==> config.mk <==
export PLATFORM = sky130hd
export DESIGN_NAME = mem_port_arbiter
export DESIGN_NICKNAME = d
export VERILOG_FILES = /design/src/rtl/mem_arb_pkg.sv /design/src/rtl/mem_arb_pick.sv /design/src/rtl/mem_port_arbiter.sv
export SDC_FILE = /design/constraint.sdc
export NUM_CORES = 1
export LEC_CHECK = 0
export ABC_AREA = 0
export BUFFER_PORTS_ARGS = -buffer_cell sky130_fd_sc_hd__buf_2
export CAP_MARGIN = 40
export CORE_MARGIN = 2
export CORE_UTILIZATION = 43
export CTS_BUF_LIST = sky130_fd_sc_hd__clkbuf_8
export DETAILED_ROUTE_END_ITERATION = 10
export GPL_TIMING_DRIVEN = 0
export PLACE_DENSITY = 0.85
export RECOVER_POWER = 50
export SETUP_SLACK_MARGIN = 0.4
export SKIP_CTS_REPAIR_TIMING = 1
export SLEW_MARGIN = 20
export SYNTH_ARGS = -nofsm -noshare
export SYNTH_HDL_FRONTEND = slang
export SYNTH_SLANG_ARGS = --single-unit
==> constraint.sdc <==
create_clock -name clock -period 1.6 [get_ports clock]
set_input_delay 0.32 -clock clock [delete_from_list [all_inputs] [get_ports clock]]
set_output_delay 0.32 -clock clock [all_outputs]
set_load 0.05 [all_outputs]
==> src/rtl/mem_arb_pkg.sv <==
// Purpose: shared types and constants for the IF/MEM memory port arbiter.
// Latency: n/a (declarations only).
// Backpressure: n/a.
package mem_arb_pkg;

  // Default data/address width of the core.
  localparam int XLEN_DEFAULT = 32;

  // Read data returned when the watchdog aborts a hung access.
  localparam logic [31:0] TIMEOUT_DATA = 32'hDEAD_BEEF;

  // Access sequencer states.
  typedef enum logic [1:0] {
    IDLE    = 2'd0,
    SERVE_I = 2'd1,
    SERVE_D = 2'd2,
    RESP    = 2'd3
  } state_e;

  // Which requester owns the memory port.
  typedef enum logic {
    GNT_I = 1'b0,
    GNT_D = 1'b1
  } grant_e;

endpackage

==> src/rtl/mem_arb_pick.sv <==
// Purpose: picks which pending requester (fetch or data) gets the next memory access.
// Latency: combinational.
// Backpressure: none; the losing requester stays pending and is re-arbitrated next pass.
// Build option: MEM_ARB_RR_EN selects round-robin on contention, otherwise data wins.
module mem_arb_pick (
  input  logic if_req_i,
  input  logic dm_req_i,
`ifdef MEM_ARB_RR_EN
  input  logic last_grant_i,
`endif
  output logic gnt_o
);
  import mem_arb_pkg::*;

  // Grant selection; a lone requester always wins, contention resolved below.
  always_comb begin
    gnt_o = GNT_I;
    if (dm_req_i && !if_req_i) begin
      gnt_o = GNT_D;
    end else if (dm_req_i && if_req_i) begin
`ifdef MEM_ARB_RR_EN
      // Favour whichever side was not served on the previous access.
      gnt_o = (last_grant_i == GNT_I) ? GNT_D : GNT_I;
`else
      // Data side wins so loads/stores never starve behind fetches.
      gnt_o = GNT_D;
`endif
    end
  end

endmodule

==> src/rtl/mem_port_arbiter.sv <==
// Purpose: shares one single-ported memory between instruction fetch and load/store, with a hung-memory watchdog.
// Latency: req seen in IDLE at c -> mem_req at c+1 -> mem_ack at k -> ready pulse at k+1 -> IDLE at k+2.
// Backpressure: requesters hold req until their ready pulse (stall high meanwhile); memory may wait-state via mem_ack.
// Build option: MEM_ARB_RR_EN enables round-robin arbitration (default: fixed data-over-fetch priority).
module mem_port_arbiter
  import mem_arb_pkg::*;
#(
  parameter int XLEN    = XLEN_DEFAULT,
  parameter int TIMEOUT = 16
) (
  input  logic            clock,
  input  logic            reset,
  input  logic            if_req,
  input  logic [XLEN-1:0] if_addr,
  output logic [XLEN-1:0] if_rdata,
  output logic            if_ready,
  input  logic            dm_req,
  input  logic            dm_we,
  input  logic [XLEN-1:0] dm_addr,
  input  logic [XLEN-1:0] dm_wdata,
  input  logic [3:0]      dm_be,
  output logic [XLEN-1:0] dm_rdata,
  output logic            dm_ready,
  output logic            stall,
  output logic            mem_req,
  output logic            mem_we,
  output logic [XLEN-1:0] mem_addr,
  output logic [XLEN-1:0] mem_wdata,
  output logic [3:0]      mem_be,
  input  logic [XLEN-1:0] mem_rdata,
  input  logic            mem_ack,
  output logic            err
);

  // Watchdog counter wide enough for the largest legal TIMEOUT (255).
  localparam int            CW       = 8;
  localparam logic [CW-1:0] CNT_LAST = CW'(TIMEOUT - 1);

  state_e          state_q;
  logic [CW-1:0]   wd_cnt_q, wd_cnt_d;
  logic            wd_expire;
  logic [XLEN-1:0] rsp_dat;
  logic            mem_req_q, mem_we_q;
  logic [XLEN-1:0] mem_addr_q, mem_wdata_q;
  logic [3:0]      mem_be_q;
  logic [XLEN-1:0] if_rdata_q, dm_rdata_q;
  logic            if_ready_q, dm_ready_q, err_q;
  logic            gnt;
`ifdef MEM_ARB_RR_EN
  logic            last_grant_q;
`endif

  mem_arb_pick u_pick (
    .if_req_i     (if_req),
    .dm_req_i     (dm_req),
`ifdef MEM_ARB_RR_EN
    .last_grant_i (last_grant_q),
`endif
    .gnt_o        (gnt)
  );

  // Watchdog next count, expiry on the TIMEOUT-th ack-less cycle, and response data mux.
  always_comb begin
    wd_cnt_d  = wd_cnt_q + CW'(1);
    wd_expire = ~mem_ack & (wd_cnt_q == CNT_LAST);
    rsp_dat   = mem_ack ? mem_rdata : XLEN'(TIMEOUT_DATA);
  end

  // Access sequencer: arbitration, command register, completion/abort and ready pulses.
  always_ff @(posedge clock) begin
    if (!reset) begin
      state_q     <= IDLE;
      wd_cnt_q    <= '0;
      mem_req_q   <= 1'b0;
      mem_we_q    <= 1'b0;
      mem_addr_q  <= '0;
      mem_wdata_q <= '0;
      mem_be_q    <= 4'h0;
      if_rdata_q  <= '0;
      dm_rdata_q  <= '0;
      if_ready_q  <= 1'b0;
      dm_ready_q  <= 1'b0;
      err_q       <= 1'b0;
`ifdef MEM_ARB_RR_EN
      last_grant_q <= GNT_I;
`endif
    end else begin
      // Ready is a single-cycle pulse; only the SERVE exit raises it.
      if_ready_q <= 1'b0;
      dm_ready_q <= 1'b0;
      case (state_q)
        IDLE: begin
          if (if_req || dm_req) begin
            mem_req_q <= 1'b1;
            if (gnt == GNT_D) begin
              mem_we_q    <= dm_we;
              mem_addr_q  <= dm_addr;
              mem_wdata_q <= dm_wdata;
              mem_be_q    <= dm_be;
              state_q     <= SERVE_D;
            end else begin
              mem_we_q    <= 1'b0;
              mem_addr_q  <= if_addr;
              mem_wdata_q <= '0;
              mem_be_q    <= 4'hF;
              state_q     <= SERVE_I;
            end
`ifdef MEM_ARB_RR_EN
            last_grant_q <= gnt;
`endif
          end
        end
        SERVE_I, SERVE_D: begin
          // An ack on the expiry cycle counts as a normal completion.
          if (mem_ack || wd_expire) begin
            mem_req_q <= 1'b0;
            wd_cnt_q  <= '0;
            state_q   <= RESP;
            if (state_q == SERVE_I) begin
              if_ready_q <= 1'b1;
              if_rdata_q <= rsp_dat;
            end else begin
              dm_ready_q <= 1'b1;
              // Stores leave the previous load data in place.
              if (!mem_we_q) begin
                dm_rdata_q <= rsp_dat;
              end
            end
            if (!mem_ack) begin
              err_q <= 1'b1;
            end
          end else begin
            wd_cnt_q <= wd_cnt_d;
          end
        end
        RESP: begin
          // One idle edge lets the served requester drop or advance its request.
          state_q <= IDLE;
        end
        default: begin
          state_q <= IDLE;
        end
      endcase
    end
  end

  assign mem_req   = mem_req_q;
  assign mem_we    = mem_we_q;
  assign mem_addr  = mem_addr_q;
  assign mem_wdata = mem_wdata_q;
  assign mem_be    = mem_be_q;
  assign if_rdata  = if_rdata_q;
  assign if_ready  = if_ready_q;
  assign dm_rdata  = dm_rdata_q;
  assign dm_ready  = dm_ready_q;
  assign err       = err_q;
  assign stall     = (if_req & ~if_ready_q) | (dm_req & ~dm_ready_q);

endmodule

==> out/metrics.yaml <==
pwr:
  power_switching_uw: 7680
  p_leak_uw: 0.00434
  clkPwrFrac: 0.184
  p_int_uw: 9390
  vdd_ir_drop_max_mv: 1.02
  seqPwrFrac: 0.302
  total_power_uw: 17100
  sw_frac_of_total: 0.450
  cellPowerDensity_nw_per_um2: 1920
  comb_power_share: 0.514
setup_path:
  cp.required_ns: 1.95
  cp-end-kind: "register"
  worstSetupStartpointType: "register"
  crit_path_top_delay_cell: "dfxtp_2"
  critPathBufInv: 1
  crit_family: "compound AO/OA/AOI/OAI gates"
  cp_max_fo: 6
  cpPeakStageDelay_ns: 0.36
  criticalPathCategory: "register to register"
  crit_chain: "ha_4, and3_4, a21oi_4, nor2_4, buf_2, o221a_2"
  cp_data_arrival_time_ns: 2.01
yosys:
  synth_seq_area_share: 0.516
  mappedNetlistNets: 672
  synth_top_cell_area_share: 0.516
  synth.distinct_cells: 37
  yosysTopAreaCell: "dfxtp_1"
  synth_warnings: 0
  synth-seq-cells: 147
  synth.cell_area_sq_um: 5700
  syn_area_per_cell_sq_um: 10.8
  synth_cells: 530
  synth_top_cells_by_area: "dfxtp_1 52%, o221a_2 9.5%, mux2i_1 6.0%"
sta:
  fin_ws_ns: -0.0629
  clock.fmax_mhz: 601
  report.final.hold_viol_count: 0
  tightest_slew_ns: 0.686
  post-route-min-period_ns: 1.66
  skew_ns: 0.00847
  fin_crit_sh: 1.04
  slew_headroom: 0.543
  drv_slew: 0
  final-setup-viol-count: 51
  rsz0062_at_grt: "true"
die:
  fp.dieArea_sq_um: 14200
  coreArea_sq_um: 13100
  die_h_um: 119
  io_pins: 276
  die_w_um: 119
  rows: 42
  start_util: 0.436
routing:
  wl_um: 18100
  antenna_left: 0
  drc: 0
  route.met3.wl_um: 1010
  wl_met1_um: 7370
  wl_met2_um: 9250
  drtIter0Drc: 362
  vias: 5540
  drt_first_pass_iters: 5
  top_layer_used: "met4"
  wl_per_cell_um: 17.2
  avgViaCountPerCell: 5.28
clock_tree:
  numCtsBuffers: 17
  cts_max_path_buffers: 2
  root_buffer: "clkbuf_8"
  clkSinkCount: 147
  cts_tree: "yes"
  clkTransAtPathRegs_ns: 0.09
  h-tree-depth: 4
  clock_latency_ns: 0.45
placed_design:
  gp_congestion: 0.859
  numPortBuffers: 274
  dpl.hpwl_um: 12000
global_routing:
  gr-total-overflow: 0
  grt_pass1_wl_um: 24800
  antenna_found_initial: 1
  grt_usage: 0.219
  grt_pass1_vias: 5070
  grt_max_degree: 17
final_layout:
  multi_input_comb_area_sq_um: 2830
  final_util: 0.678
  drive_above_1_share: 0.604
  nets: 1002
  fill_cells: 941
  synthToLayoutAreaGrowth_pct: 55.7
  seq_area_sq_um: 3010
run:
  maxCapViolations: 0
status:
  status: "finished with violations"
  violations: "setup timing"
worst_hold_path:
  min_path_type: "input port to register"
-- Yosys cell counts (all sizes together) --
cell and number:
a211oi 1, a21boi 18, a21oi 2, a22oi 33
and2 1, and3 4, buf 24, clkbuf 24
dfxtp 147, ha 4, inv 5, mux2i 34
nand2 61, nand3 3, nand4 2, nor2 14
nor2b 36, nor3 1, nor3b 1, nor4 1
nor4b 1, o211a 32, o211ai 1, o21a 1
o21ai 20, o221a 52, o22ai 1, xnor2 2
xor2 4
-- flip-flops by register name, summed over array words and instances, names as in the netlist --
| name | count |
|---|---|
| dm_rdata | 32 |
| if_rdata | 32 |
| mem_addr | 32 |
| mem_wdata | 32 |
| wd_cnt_q | 8 |
| mem_be | 4 |
| state_q | 2 |
| dm_ready | 1 |
| err | 1 |
| if_ready | 1 |
| mem_req | 1 |
| mem_we | 1 |
-- routing by layer --
| metal | vias to the layer above | global-route usage |
|---|---|---|
| met2 | 221 | 0.375 |
| met4 | 0 | 0.0885 |
| met1 | 2664 | 0.267 |
| met3 | 33 | 0.0484 |
| met5 | - | 0 |
| li1 | 2622 | - |
-- worst paths after layout --
path / startpoint / slack, ns / to / cells past startpoint
max: wd_cnt_q[0] / -0.06 / dm_rdata[13] / 6
max reg2reg: wd_cnt_q[0] / -0.06 / dm_rdata[13] / 6
min reg2reg: dm_rdata[24] / 0.48 / dm_rdata[24] / 2
min: mem_rdata[14] / 0.12 / dm_rdata[14] / 3
-- kinds of logic (layout without fill, tap and decap cells) --
kind of cell / Yosys count / in the layout / share of synthesized area
AOI/OAI and AO/OA: 161 / 161 / 0.253
and+or+nand+nor: 125 / 125 / 0.109
adders and majority gates: 4 / 4 / 0.00878
buffers and inverters: 53 / 396 / 0.0439
xor gates and xnor gates: 6 / 6 / 0.00922
DFF: 147 / 147 / 0.516
muxes: 34 / 34 / 0.0597
other: 0 / 1 / 0
-- cell type report --
class	count	area share
flip-flops and latches	147	0.339
multi-input cells	330	0.319
repair buffers	311	0.218
plain buffers	48	0.0485
clock buffers	17	0.0264
well taps	176	0.0248
clock inverters	15	0.0218
inverters	5	0.00268
diodes	1	0.000282
-- cell usage in the layout, fill, tap and decap left out, types with 4 or more instances in the layout --
| master | n |
|---|---|
| a21boi_1 | 6 |
| buf_8 | 19 |
| nand2_1 | 54 |
| o211a_1 | 32 |
| clkbuf_8 | 18 |
| dfxtp_1 | 108 |
| buf_6 | 13 |
| clkbuf_1 | 13 |
| dfxtp_4 | 6 |
| o221a_2 | 44 |
| xor2_1 | 4 |
| o221a_1 | 4 |
| mux2i_1 | 34 |
| nor2b_1 | 36 |
| clkbuf_2 | 37 |
| o221a_4 | 4 |
| buf_12 | 6 |
| buf_4 | 36 |
| a21boi_0 | 11 |
| buf_2 | 226 |
| clkbuf_16 | 6 |
| nor2_1 | 9 |
| nand2_2 | 6 |
| o21ai_0 | 17 |
| inv_6 | 7 |
| a22oi_2 | 30 |
| dfxtp_2 | 33 |
-- power by group through the flow --
stage | logic (uW) | clock network [uW] | registers (uW)
global placement | 7440 | 0 | 5100
detailed placement | 7520 | 0 | 5120
finish | 8770 | 3140 | 5160
CTS | 7540 | 3180 | 5050
global route | 9180 | 3340 | 5250
floorplan | 2830 | 0 | 8080
-- worst register-to-register path, stage by stage (launching register included) --
cell and delay (ns):
dfxtp_2 0.36, ha_4 0.16, and3_4 0.19, a21oi_4 0.28
nor2_4 0.13, buf_2 0.18, o221a_2 0.27
-- metrics by stage --
stage	hold WS (ns)	std cells	instance area, sq um	setup WS (ns)	TNS, ns
after floorplan	0.440	530	6090	0.122	0
after global placement	0.445	980	7680	-0.196	-6.15
after detailed placement	0.453	980	7680	-0.205	-7.76
after CTS	0.0968	1012	8110	-0.214	-3.45
after global routing	0.101	1050	8880	-0.105	-4.93
final	0.125	1050	8880	-0.0629	-1.53
No activity file was read; power rests on OpenSTA's default activity.
